`src/rtl/mdio_pkg.sv`:
```
`default_nettype none
// +------------------------------------------------------------------------+
// | Module   : mdio_pkg                                                    |
// | Purpose  : Shared definitions for the Clause 22 MDIO PHY responder:    |
// |            frame-walker state encoding, opcodes, register indices and |
// |            register bit positions.                                     |
// | Ports    : none (package)                                              |
// | Revision : 1.0  initial release                                        |
// +------------------------------------------------------------------------+
package mdio_pkg;

  // One state per MDIO frame field; each state consumes one bit per MDC edge.
  typedef enum logic [2:0] {
    ST_IDLE  = 3'd0,
    ST_START = 3'd1,
    ST_OP    = 3'd2,
    ST_PHYAD = 3'd3,
    ST_REGAD = 3'd4,
    ST_TA    = 3'd5,
    ST_DATA  = 3'd6
  } mdio_state_t;

  localparam logic [1:0] OP_READ  = 2'b10;
  localparam logic [1:0] OP_WRITE = 2'b01;

  localparam logic [4:0] BMCR = 5'd0;
  localparam logic [4:0] BMSR = 5'd1;
  localparam logic [4:0] ID1  = 5'd2;
  localparam logic [4:0] ID2  = 5'd3;

  localparam int BMCR_RST  = 15;
  localparam int BMSR_LINK = 2;

  // Fixed BMSR capability bits (100BASE-TX/10BASE-T FD/HD, AN able, AN
  // complete, preamble suppression, extended capability); link bit is OR-ed in.
  localparam logic [15:0] BMSR_FIXED = 16'h7969;

endpackage : mdio_pkg
`default_nettype wire

```
`src/rtl/mdio_phy_responder_if.sv`:
```
`default_nettype none
// +------------------------------------------------------------------------+
// | Module   : mdio_phy_responder_if                                       |
// | Purpose  : Bundles the MDIO pad signals and the local datapath         |
// |            side-band of the PHY responder.                             |
// | Signals  : mdc_i, mdio_i, link_up_i  (master -> responder)             |
// |            mdio_o, mdio_oe, ctrl_o[15:0], wr_evt_o, wr_addr_o[4:0]     |
// |            (responder -> master / datapath)                            |
// | Revision : 1.0  initial release                                        |
// +------------------------------------------------------------------------+
interface mdio_phy_responder_if;
  logic        mdc_i;
  logic        mdio_i;
  logic        link_up_i;
  logic        mdio_o;
  logic        mdio_oe;
  logic [15:0] ctrl_o;
  logic        wr_evt_o;
  logic [4:0]  wr_addr_o;

  modport master (
    output mdc_i, mdio_i, link_up_i,
    input  mdio_o, mdio_oe, ctrl_o, wr_evt_o, wr_addr_o
  );

  modport slave (
    input  mdc_i, mdio_i, link_up_i,
    output mdio_o, mdio_oe, ctrl_o, wr_evt_o, wr_addr_o
  );
endinterface : mdio_phy_responder_if
`default_nettype wire

```
`src/rtl/mdio_edge_sync.sv`:
```
`default_nettype none
// +------------------------------------------------------------------------+
// | Module   : mdio_edge_sync                                              |
// | Purpose  : Two-flop synchronizers for MDC and MDIO plus an MDC rising  |
// |            edge strobe taken from the synchronized stage.              |
// | Ports    : clk_i, rst_i (async, active-high)                           |
// |            mdc_i, mdio_i        asynchronous pad inputs                |
// |            mdc_rise_o           1-clk strobe per MDC rising edge       |
// |            mdio_sync_o          synchronized MDIO, aligned to strobe   |
// | Revision : 1.0  initial release                                        |
// +------------------------------------------------------------------------+
module mdio_edge_sync (
  input  wire logic clk_i,
  input  wire logic rst_i,
  input  wire logic mdc_i,
  input  wire logic mdio_i,
  output logic      mdc_rise_o,
  output logic      mdio_sync_o
);

  // Third MDC stage only remembers the previous synced value for edge detect.
  logic [2:0] r_mdc_sync;
  logic [1:0] r_mdio_sync;

  always_ff @(posedge clk_i or posedge rst_i) begin
    if (rst_i) begin
      r_mdc_sync  <= 3'b000;
      r_mdio_sync <= 2'b11;
    end else begin
      r_mdc_sync  <= {r_mdc_sync[1:0], mdc_i};
      r_mdio_sync <= {r_mdio_sync[0], mdio_i};
    end
  end

  assign mdc_rise_o  = r_mdc_sync[1] & ~r_mdc_sync[2];
  assign mdio_sync_o = r_mdio_sync[1];

endmodule : mdio_edge_sync
`default_nettype wire

```
`src/rtl/mdio_phy_responder.sv`:
```
`default_nettype none
// +------------------------------------------------------------------------+
// | Module   : mdio_phy_responder                                          |
// | Purpose  : PHY-side Clause 22 MDIO responder with an internal 32x16    |
// |            register file; answers reads, commits writes and exports   |
// |            the control register to the local datapath.                 |
// | Ports    : clk_i  system clock (>= 8x MDC)                             |
// |            rst_i  asynchronous reset, active-high                      |
// |            bus    slave modport: mdc_i, mdio_i, link_up_i in;          |
// |                   mdio_o, mdio_oe, ctrl_o, wr_evt_o, wr_addr_o out     |
// | Revision : 1.0  initial release                                        |
// +------------------------------------------------------------------------+
module mdio_phy_responder
  import mdio_pkg::*;
#(
  parameter logic [4:0]  PHY_ADDR     = 5'd0,
  parameter int unsigned PREAMBLE_MIN = 0,
  parameter logic [15:0] PHY_ID1      = 16'h0141,
  parameter logic [15:0] PHY_ID2      = 16'h0CC2,
  parameter logic [15:0] CTRL_RST_VAL = 16'h1140
) (
  input wire logic clk_i,
  input wire logic rst_i,
  mdio_phy_responder_if.slave bus
);

  logic w_mdc_rise;
  logic w_bit;

  mdio_edge_sync u_sync (
    .clk_i       (clk_i),
    .rst_i       (rst_i),
    .mdc_i       (bus.mdc_i),
    .mdio_i      (bus.mdio_i),
    .mdc_rise_o  (w_mdc_rise),
    .mdio_sync_o (w_bit)
  );

  mdio_state_t r_state;
  logic [5:0]  r_pre_cnt;     // consecutive preamble 1s, saturates at 32
  logic [4:0]  r_bit_cnt;     // bit index within the current field
  logic        r_op_hi;       // first opcode bit
  logic        r_is_read;
  logic [3:0]  r_phyad;       // first four PHYAD bits
  logic        r_match;
  logic [4:0]  r_regad;
  logic [15:0] r_snap;        // read data, shifted out MSB first
  logic [14:0] r_shift;       // write data collected so far
  logic        r_mdio_o;
  logic        r_mdio_oe;
  logic        r_wr_evt;
  logic [4:0]  r_wr_addr;
  logic [15:0] r_ctrl;        // register 0
  logic [15:0] r_regs [4:31]; // general R/W registers

  logic [4:0]  w_regad_next;
  logic [15:0] w_rd_data;
  logic [15:0] w_wdata;
  logic        w_drive;

  assign w_regad_next = {r_regad[3:0], w_bit};
  assign w_wdata      = {r_shift, w_bit};
  assign w_drive      = r_is_read & r_match;

  // Read mux evaluated on the last REGAD bit so the snapshot sees the
  // complete address.
  always_comb begin
    w_rd_data = 16'h0000;
    case (w_regad_next)
      BMCR: w_rd_data = r_ctrl;
      BMSR: begin
        w_rd_data            = BMSR_FIXED;
        w_rd_data[BMSR_LINK] = bus.link_up_i;
      end
      ID1:     w_rd_data = PHY_ID1;
      ID2:     w_rd_data = PHY_ID2;
      default: w_rd_data = r_regs[w_regad_next];
    endcase
  end

  always_ff @(posedge clk_i or posedge rst_i) begin
    if (rst_i) begin
      r_state   <= ST_IDLE;
      r_pre_cnt <= 6'd0;
      r_bit_cnt <= 5'd0;
      r_op_hi   <= 1'b0;
      r_is_read <= 1'b0;
      r_phyad   <= 4'd0;
      r_match   <= 1'b0;
      r_regad   <= 5'd0;
      r_snap    <= 16'h0000;
      r_shift   <= 15'd0;
      r_mdio_o  <= 1'b1;
      r_mdio_oe <= 1'b0;
      r_wr_evt  <= 1'b0;
      r_wr_addr <= 5'd0;
      r_ctrl    <= CTRL_RST_VAL;
      for (int i = 4; i < 32; i++) r_regs[i] <= 16'h0000;
    end else begin
      r_wr_evt <= 1'b0;
      if (w_mdc_rise) begin
        case (r_state)
          ST_IDLE: begin
            if (w_bit) begin
              if (r_pre_cnt != 6'd32) r_pre_cnt <= r_pre_cnt + 6'd1;
            end else begin
              r_pre_cnt <= 6'd0;
              if ({26'd0, r_pre_cnt} >= PREAMBLE_MIN) r_state <= ST_START;
            end
          end

          ST_START: begin
            r_bit_cnt <= 5'd0;
            r_state   <= w_bit ? ST_OP : ST_IDLE;
          end

          ST_OP: begin
            if (r_bit_cnt == 5'd0) begin
              r_op_hi   <= w_bit;
              r_bit_cnt <= 5'd1;
            end else begin
              r_bit_cnt <= 5'd0;
              case ({r_op_hi, w_bit})
                OP_READ: begin
                  r_is_read <= 1'b1;
                  r_state   <= ST_PHYAD;
                end
                OP_WRITE: begin
                  r_is_read <= 1'b0;
                  r_state   <= ST_PHYAD;
                end
                default: r_state <= ST_IDLE;
              endcase
            end
          end

          ST_PHYAD: begin
            r_phyad <= {r_phyad[2:0], w_bit};
            if (r_bit_cnt == 5'd4) begin
              r_match   <= ({r_phyad, w_bit} == PHY_ADDR);
              r_bit_cnt <= 5'd0;
              r_state   <= ST_REGAD;
            end else begin
              r_bit_cnt <= r_bit_cnt + 5'd1;
            end
          end

          ST_REGAD: begin
            r_regad <= w_regad_next;
            if (r_bit_cnt == 5'd4) begin
              r_snap    <= w_rd_data;
              r_bit_cnt <= 5'd0;
              r_state   <= ST_TA;
            end else begin
              r_bit_cnt <= r_bit_cnt + 5'd1;
            end
          end

          // Outputs set on an edge are what the master samples on the next
          // edge: the first TA bit stays released, the second carries the
          // PHY's 0, and each later edge queues the next data bit.
          ST_TA: begin
            if (r_bit_cnt == 5'd0) begin
              r_bit_cnt <= 5'd1;
              if (w_drive) begin
                r_mdio_oe <= 1'b1;
                r_mdio_o  <= 1'b0;
              end
            end else begin
              r_bit_cnt <= 5'd0;
              r_state   <= ST_DATA;
              if (w_drive) begin
                r_mdio_o <= r_snap[15];
                r_snap   <= {r_snap[14:0], 1'b0};
              end
            end
          end

          ST_DATA: begin
            r_shift <= {r_shift[13:0], w_bit};
            if (r_bit_cnt == 5'd15) begin
              r_mdio_oe <= 1'b0;
              r_mdio_o  <= 1'b1;
              r_bit_cnt <= 5'd0;
              r_pre_cnt <= 6'd0;
              r_state   <= ST_IDLE;
              if (!r_is_read && r_match) begin
                r_wr_evt  <= 1'b1;
                r_wr_addr <= r_regad;
                case (r_regad)
                  BMCR: begin
                    // Self-clearing soft reset: restore every R/W register.
                    if (w_wdata[BMCR_RST]) begin
                      r_ctrl <= CTRL_RST_VAL;
                      for (int i = 4; i < 32; i++) r_regs[i] <= 16'h0000;
                    end else begin
                      r_ctrl <= w_wdata;
                    end
                  end
                  BMSR, ID1, ID2: ;  // read-only, write discarded
                  default: r_regs[r_regad] <= w_wdata;
                endcase
              end
            end else begin
              r_bit_cnt <= r_bit_cnt + 5'd1;
              if (w_drive) begin
                r_mdio_o <= r_snap[15];
                r_snap   <= {r_snap[14:0], 1'b0};
              end
            end
          end

          default: r_state <= ST_IDLE;
        endcase
      end
    end
  end

  assign bus.mdio_o    = r_mdio_o;
  assign bus.mdio_oe   = r_mdio_oe;
  assign bus.ctrl_o    = r_ctrl;
  assign bus.wr_evt_o  = r_wr_evt;
  assign bus.wr_addr_o = r_wr_addr;

endmodule : mdio_phy_responder
`default_nettype wire

```
`src/flat_wrapper.sv`:
```
// flat-port wrapper written by rule: the top's interface ports become plain ports
module mdio_phy_responder_flat import mdio_pkg::*;
#(
  parameter logic [4:0]  PHY_ADDR     = 5'd0,
  parameter int unsigned PREAMBLE_MIN = 0,
  parameter logic [15:0] PHY_ID1      = 16'h0141,
  parameter logic [15:0] PHY_ID2      = 16'h0CC2,
  parameter logic [15:0] CTRL_RST_VAL = 16'h1140
)
  (clk_i, rst_i, bus_mdc_i, bus_mdio_i, bus_link_up_i, bus_mdio_o, bus_mdio_oe, bus_ctrl_o, bus_wr_evt_o, bus_wr_addr_o);
  mdio_phy_responder_if bus_i ();
  input wire logic clk_i;
  input wire logic rst_i;
  input wire logic [$bits(bus_i.mdc_i)-1:0] bus_mdc_i;
  input wire logic [$bits(bus_i.mdio_i)-1:0] bus_mdio_i;
  input wire logic [$bits(bus_i.link_up_i)-1:0] bus_link_up_i;
  output wire logic [$bits(bus_i.mdio_o)-1:0] bus_mdio_o;
  output wire logic [$bits(bus_i.mdio_oe)-1:0] bus_mdio_oe;
  output wire logic [$bits(bus_i.ctrl_o)-1:0] bus_ctrl_o;
  output wire logic [$bits(bus_i.wr_evt_o)-1:0] bus_wr_evt_o;
  output wire logic [$bits(bus_i.wr_addr_o)-1:0] bus_wr_addr_o;
  assign bus_i.mdc_i = bus_mdc_i;
  assign bus_i.mdio_i = bus_mdio_i;
  assign bus_i.link_up_i = bus_link_up_i;
  assign bus_mdio_o = bus_i.mdio_o;
  assign bus_mdio_oe = bus_i.mdio_oe;
  assign bus_ctrl_o = bus_i.ctrl_o;
  assign bus_wr_evt_o = bus_i.wr_evt_o;
  assign bus_wr_addr_o = bus_i.wr_addr_o;
  mdio_phy_responder #(.PHY_ADDR(PHY_ADDR), .PREAMBLE_MIN(PREAMBLE_MIN), .PHY_ID1(PHY_ID1), .PHY_ID2(PHY_ID2), .CTRL_RST_VAL(CTRL_RST_VAL)) u_core (.clk_i(clk_i), .rst_i(rst_i), .bus(bus_i));
endmodule
```
`config.mk`:
```
export PLATFORM = sky130hd
export DESIGN_NAME = mdio_phy_responder_flat
export DESIGN_NICKNAME = d
export VERILOG_FILES = /design/src/rtl/mdio_pkg.sv /design/src/rtl/mdio_phy_responder_if.sv /design/src/rtl/mdio_edge_sync.sv /design/src/rtl/mdio_phy_responder.sv /design/src/flat_wrapper.sv
export SDC_FILE = /design/constraint.sdc
export NUM_CORES = 1
export LEC_CHECK = 0
export ABC_AREA = 1
export BUFFER_PORTS_ARGS = -buffer_cell sky130_fd_sc_hd__buf_2
export CAP_MARGIN = 0
export CORE_MARGIN = 2
export CORE_UTILIZATION = 55
export CTS_CLUSTER_SIZE = 20
export DETAILED_ROUTE_END_ITERATION = 16
export PLACE_DENSITY = 0.71
export SLEW_MARGIN = 20
export SYNTH_ARGS = -nofsm -noshare
export SYNTH_HDL_FRONTEND = slang
export SYNTH_SLANG_ARGS = --single-unit
```
`constraint.sdc`:
```
create_clock -name clk_i -period 23.3 [get_ports clk_i]
set_input_delay 3.495 -clock clk_i [delete_from_list [all_inputs] [get_ports clk_i]]
set_output_delay 3.495 -clock clk_i [all_outputs]
set_load 0.005 [all_outputs]
```
==> impl_metrics.tcl, run 1 <==
set metrics [dict create \
    status "finished, final reports clean" \
    critPathMaxStageDelay_ns 0.88 \
    gp_congestion 1.01 \
    cts-buffers-inserted 55 \
    r2r_setup_slack_ns 18.88 \
    worstMarginPinSlew_ns 1.07 \
    slew_violations 0 \
    hold_class "reg2reg" \
    port_buffers 27 \
    worstPathRequired_ns 23.91 \
    final_hold_viol_count 0 \
    hold_buffers 0 \
    grt_pass1_vias 21200 \
    syn_area_mm2 0.0254 \
    worstSkewPairLatency_ns 0.63 \
    cp-end-kind "asynchronous set/reset pin" \
    drive_above_1_share 0.0711 \
    die_w_um 219 \
    synth_cell_types 41 \
    crit_path_max_fanout 112 \
    clock_sinks 527 \
    pin_count 29 \
    ctsHtreeMaxLevel 2 \
    path_class "in2async" \
    yosys_warnings 0 \
    core_mm2 0.0455 \
    drc 0 \
    grt_first_pass_wirelength_um 122000 \
    power_leakage_nw 12.7 \
    drtAntennaViolNets 0 \
    clk_pin_slew_worst_paths_ns 0.06 \
    dr.first_iter.drc_count 2730 \
    synth_area_per_cell_um2 8.15 \
    relSlewSlack 0.285 \
    drt-wirelength-per-cell_um 21.3 \
    grt_max_degree 113 \
    synthArstFlopShare 1.00 \
    layout_common_cells "nand2_1 (867), dfrtp_1 (520), inv_1 (503), o22ai_1 (434), nor2_1 (141)" \
    setup_tns_ns 0 \
    num_rows 78 \
    rsz0062_at_grt "no" \
    grt_usage 0.330 \
    crit_arrival_ns 6.06 \
    fp.dieH_um 219 \
    post_cts_resized 0 \
    max_freq_ghz 0.184 \
    power_density_mw_per_mm2 81.2 \
    synth-seq-area-share 0.520 \
    final_common_cell "nand2_1" \
    min_period_ns 5.45 \
    via_per_inst 6.01 \
    synth_edf_count 0 \
    cap_viol_max_count 0 \
    hold-worst-slack_ns 0.350 \
    fin_skew_ns 0.0353 \
    crit_family "buffers and inverters" \
    post-route-period-util 0.234 \
    clockBufferDepth 3 \
    grt-ovfl-total 0 \
    ys_seq_elements 527 \
    syn_nets 3123 \
    cts_tree "built" \
    crit_buf_inv 4 \
    clockRootBuffer "clkbuf_16" \
    start_kind "input port" \
    path_common_cell "buf_4" \
    dp_hpwl_um 46200 \
    nNetsFinal 3031 \
    crit_chain "buf_2 -> inv_8 -> buf_4 -> buf_4" \
    dieArea_mm2 0.0479 \
    setup_viol 0 \
    firstDrtPassIters 8 \
    antennaDiodeCount 0 \
    totalWireLength_um 77900 \
    ir_worst_vdd_v 0.0000777 \
    netlist_instances 3113 \
    cp_slowest_cell "buf_4" \
    initial_core_util 0.558 \
    post-cts-setup-buffers 0 \
    antenna_found_initial 0 \
    via_count 22000 \
    synth-main-ff-cell "dfrtp_1" \
    area_growth_pct 7.63 \
]
## layout make-up
cell class | count | area, um^2
well taps | 600 | 751
clock inverters | 10 | 65.1
fillers | 4082 | 18200
flip-flops and latches | 527 | 13200
clock buffers | 90 | 1690
multi-input cells | 1872 | 9350
inverters | 516 | 1950
repair buffers | 49 | 304
## cells by family after synthesis
| group | after synthesis | synth area share |
|---|---|---|
| AO/OA/AOI/OAI | 667 | 0.165 |
| XOR/XNOR | 1 | 0.000345 |
| adder cells (fa/ha/maj) | 5 | 0.00247 |
| buffers and inverters | 714 | 0.113 |
| flip-flops | 527 | 0.520 |
| multiplexers | 2 | 0.000888 |
| other | 1 | 0.000148 |
| AND/OR/NAND/NOR | 1196 | 0.197 |
## per-layer routing
metal / GRT usage / wire [um]
met4: 0.168 / 3870
met5: 0 / 0
met2: 0.496 / 35000
met1: 0.461 / 31900
met3: 0.0592 / 7120
## registers in the layout, indices dropped and copies added (netlist names), 2 cells and up
name                       count
u_core.bus.wr_addr_o           5
u_core.r_regad                 5
u_core.r_phyad                 4
u_core.u_sync.r_mdio_sync      2
u_core.r_state                 3
u_core.r_snap                 16
u_core.u_sync.r_mdc_sync       3
u_core.r_shift                15
u_core.bus.ctrl_o             15
u_core.r_bit_cnt               5
u_core.r_regs                448
## where the power goes
part           total [mW]  leakage (nW)  internal (mW)  switching, mW
Clock               0.865         0.869          0.492          0.373
Sequential          0.967          7.31          0.936         0.0311
Combinational       0.384          4.56         0.0706          0.314
Total                2.22          12.7           1.50          0.718
## path summary, 6_finish.rpt
kind / from / endpoint / depth (start not counted)
hold / removal: u_core.u_sync.r_mdc_sync[0] / u_core.u_sync.r_mdc_sync[1] / 0
setup / recovery: rst_i / u_core.r_bit_cnt[3] / 4
max in group clk_i: u_core.bus.ctrl_o[8] / bus_ctrl_o[8] / 1
setup reg to reg: u_core.r_state[0] / u_core.r_regs[23] / 7
min in group asynchronous: rst_i / u_core.r_regs[328] / 2
hold reg to reg: u_core.u_sync.r_mdc_sync[0] / u_core.u_sync.r_mdc_sync[1] / 0
## cells in the mapped netlist (2+ instances only)
library cell / number / area share
a21oi_1: 59 / 0.012
a21oi_2: 4 / 0.0014
a21oi_4: 23 / 0.015
a22oi_1: 3 / 0.00089
buf_1: 27 / 0.0040
buf_2: 69 / 0.014
buf_4: 13 / 0.0038
buf_6: 6 / 0.0027
clkbuf_1: 82 / 0.012
clkinv_1: 3 / 0.00044
dfrtp_1: 521 / 0.51
dfstp_2: 6 / 0.0062
ha_1: 5 / 0.0025
inv_1: 504 / 0.075
inv_2: 8 / 0.0012
mux2_2: 2 / 0.00089
nand2_1: 868 / 0.13
nand2_2: 10 / 0.0025
nand3_1: 140 / 0.028
nand4_1: 6 / 0.0015
nand4_2: 6 / 0.0030
nand4_4: 10 / 0.0084
nor2_1: 144 / 0.021
nor2_2: 2 / 0.00049
nor2_4: 3 / 0.0013
nor3_2: 3 / 0.0012
o211ai_1: 2 / 0.00059
o21ai_0: 130 / 0.026
o22ai_1: 434 / 0.11
o31ai_1: 9 / 0.0027
## stage by stage
step           power [mW]  cells  utilization  instance area (um^2)  setup slack [ns]
4_1_cts              2.21   3664        0.599                 27300             17.69
2_1_floorplan        1.24   3113            -                 25400              5.09
3_5_place_dp         1.35   3564        0.561                 25500             17.02
5_1_grt              2.29   3664        0.600                 27300             17.40
6_report             2.22   3664        0.600                 27300             17.85
3_3_place_gp         1.35   3564        0.561                 25500             17.12
No activity file was read; power rests on OpenSTA's default activity.
==> inputs of run 2 (changes only) <==
--- a/config.mk
+++ b/config.mk
@@ -5,14 +5,14 @@
 export SDC_FILE = /design/constraint.sdc
 export NUM_CORES = 1
 export LEC_CHECK = 0
-export ABC_AREA = 1
+export ABC_AREA = 0
 export BUFFER_PORTS_ARGS = -buffer_cell sky130_fd_sc_hd__buf_2
 export CAP_MARGIN = 0
 export CORE_MARGIN = 2
 export CORE_UTILIZATION = 55
 export CTS_CLUSTER_SIZE = 20
 export DETAILED_ROUTE_END_ITERATION = 16
-export PLACE_DENSITY = 0.71
+export PLACE_DENSITY = 0.74
 export SLEW_MARGIN = 20
 export SYNTH_ARGS = -nofsm -noshare
 export SYNTH_HDL_FRONTEND = slang
==> constraint.sdc (replaced) <==
create_clock -name clk_i -period 4.7 [get_ports clk_i]
set_input_delay 0.705 -clock clk_i [delete_from_list [all_inputs] [get_ports clk_i]]
set_output_delay 0.705 -clock clk_i [all_outputs]
set_load 0.005 [all_outputs]
==> impl_metrics.tcl, run 2 <==
set metrics [dict create \
    status "finished, final reports clean" \
    hold_buffers 0 \
    grt_max_degree 133 \
    hold_class "in2reg" \
    setup_tns_ns 0 \
    placedInstanceArea_mm2 0.0246 \
    firstDrtPassIters 6 \
    totalWireLength_um 70600 \
    drt-wirelength-per-cell_um 28.6 \
    die_w_um 214 \
    clock_sinks 527 \
    worstSkewPairLatency_ns 0.61 \
    cap_viol_max_count 0 \
    relSlewSlack 0.144 \
    ff2ff_path_depth 6 \
    dp_hpwl_um 42800 \
    worstMarginPinSlew_ns 1.28 \
    setup_viol 0 \
    synth_common_cells "dfrtp_1 (521), a22o_1 (445), nand2_1 (129), mux4_2 (82), nor2_1 (82)" \
    min_period_ns 3.29 \
    nNetsFinal 1855 \
    num_rows 76 \
    synth.top_cell.area_share 0.538 \
    ys_seq_elements 527 \
    power_density_mw_per_mm2 415 \
    dr.first_iter.drc_count 2080 \
    top_regs "u_core.r_regs x448, u_core.r_snap x16" \
    max_freq_ghz 0.304 \
    start_kind "flip-flop" \
    clockRootBuffer "clkbuf_16" \
    port_buffers 27 \
    synth_cell_types 72 \
    ir_worst_vdd_v 0.000332 \
    area_growth_pct 9.17 \
    critPathMaxStageDelay_ns 0.89 \
    fin_ws_ns 1.41 \
    initial_core_util 0.560 \
    syn_nets 1892 \
    post-cts-setup-buffers 0 \
    worstPathRequired_ns 5.20 \
    post-route-period-util 0.700 \
    cts-buffers-inserted 53 \
    synth-seq-area-share 0.545 \
    crit_buf_inv 1 \
    grt-ovfl-total 0 \
    crit_family "flip-flops" \
    cts_tree "built" \
    stdcell_area_mm2 0.0265 \
    fp.dieH_um 214 \
    cp_slowest_cell "dfrtp_4" \
    clk_pin_slew_worst_paths_ns 0.06 \
    pre_cts_ws_ns 1.51 \
    final_hold_viol_count 0 \
    crit_chain "buf_4 -> mux4_2 -> a22o_1 -> a21oi_1 -> nor4_1 -> a211o_1" \
    gp_congestion 0.949 \
    crit_arrival_ns 3.79 \
    synthArstFlopShare 1.00 \
    slew_violations 0 \
    via_per_inst 7.03 \
    synth_area_per_cell_um2 12.9 \
    yosys_warnings 0 \
    grt_first_pass_wirelength_um 109000 \
    synth_area_leader_cell "dfrtp_1" \
    post_cts_resized 0 \
    core_mm2 0.0433 \
    crit_path_max_fanout 54 \
    via_count 17400 \
    drtAntennaViolNets 0 \
    crit_cells 6 \
    fin_skew_ns 0.0281 \
    grt_usage 0.319 \
    path_class "reg2reg" \
    largest_reg_flops 448 \
    clockBufferDepth 3 \
    final_common_cell "dfrtp_1" \
    netlist_instances 1882 \
    layout_common_cells "dfrtp_1 (520), a22o_1 (445), nand2_1 (129), nor2_1 (82), mux4_2 (82)" \
    fin_util 0.611 \
    grt_pass1_vias 17500 \
    pin_count 29 \
    dieArea_mm2 0.0457 \
    antenna_found_initial 1 \
    top_register "u_core.r_regs" \
    ctsHtreeMaxLevel 2 \
    synth_edf_count 0 \
    syn_area_mm2 0.0242 \
    drc 0 \
    drive_above_1_share 0.184 \
    rsz0062_at_grt "no" \
    power_leakage_nw 12.1 \
    synth_most_common_cell "dfrtp_1" \
    cp-end-kind "flip-flop" \
    antennaDiodeCount 0 \
    synth-main-ff-cell "dfrtp_1" \
    whs_path_depth 1 \
    yosys-top-cells-area "dfrtp_1 (54%), a22o_1 (16%), mux4_2 (7.6%)" \
]
run 2: routing by layer:
layer	up-vias	track usage	wire length (um)
met5	-	0	0
met4	0	0.137	3110
met3	184	0.0807	7040
met2	1023	0.476	31900
met1	9055	0.447	28600
li1	7118	-	-
run 2: layout make-up:
class	instances	area, um^2
Inverter	12	48.8
Timing Repair Buffer	97	748
Clock inverter	16	191
Fill cell	3231	16800
Tap cell	585	732
Clock buffer	81	1650
Sequential cell	527	13200
Multi-Input combinational cell	1154	9870
run 2: path summary, 6_finish.rpt:
path	endpoint	startpoint	slack, ns
max	u_core.r_snap[1]	u_core.r_regad[0]	1.41
min	u_core.u_sync.r_mdio_sync[0]	bus_mdio_i	0.20
max reg2reg	u_core.r_snap[1]	u_core.r_regad[0]	1.41
min reg2reg	u_core.u_sync.r_mdc_sync[1]	u_core.u_sync.r_mdc_sync[0]	0.35
max in group asynchronous	u_core.r_regs[231]	rst_i	3.14
min in group asynchronous	u_core.r_regs[95]	rst_i	0.32
run 2: power breakdown:
group	switching [mW]	internal [mW]	total, mW
Combinational	1.13	0.509	1.64
Sequential	0.228	4.65	4.87
Clock	1.83	2.64	4.46
Total	3.18	7.79	11.0
run 2: logic make-up after synthesis:
| family | share of synthesized area |
|---|---|
| AOI/OAI and AO/OA | 0.221 |
| DFF | 0.545 |
| and+or+nand+nor | 0.0685 |
| buffers and inverters | 0.0481 |
| muxes | 0.115 |
| adders and majority gates | 0.00258 |
| other | 0.000155 |
| xor gates and xnor gates | 0.000362 |
run 2: stage by stage:
step | hold slack, ns | std cells | power, mW
2_1_floorplan | 0.331 | 1882 | 6.12
3_3_place_gp | 0.338 | 2375 | 6.51
3_5_place_dp | 0.338 | 2375 | 6.54
4_1_cts | 0.181 | 2472 | 11.0
5_1_grt | 0.182 | 2472 | 11.3
6_report | 0.196 | 2472 | 11.0
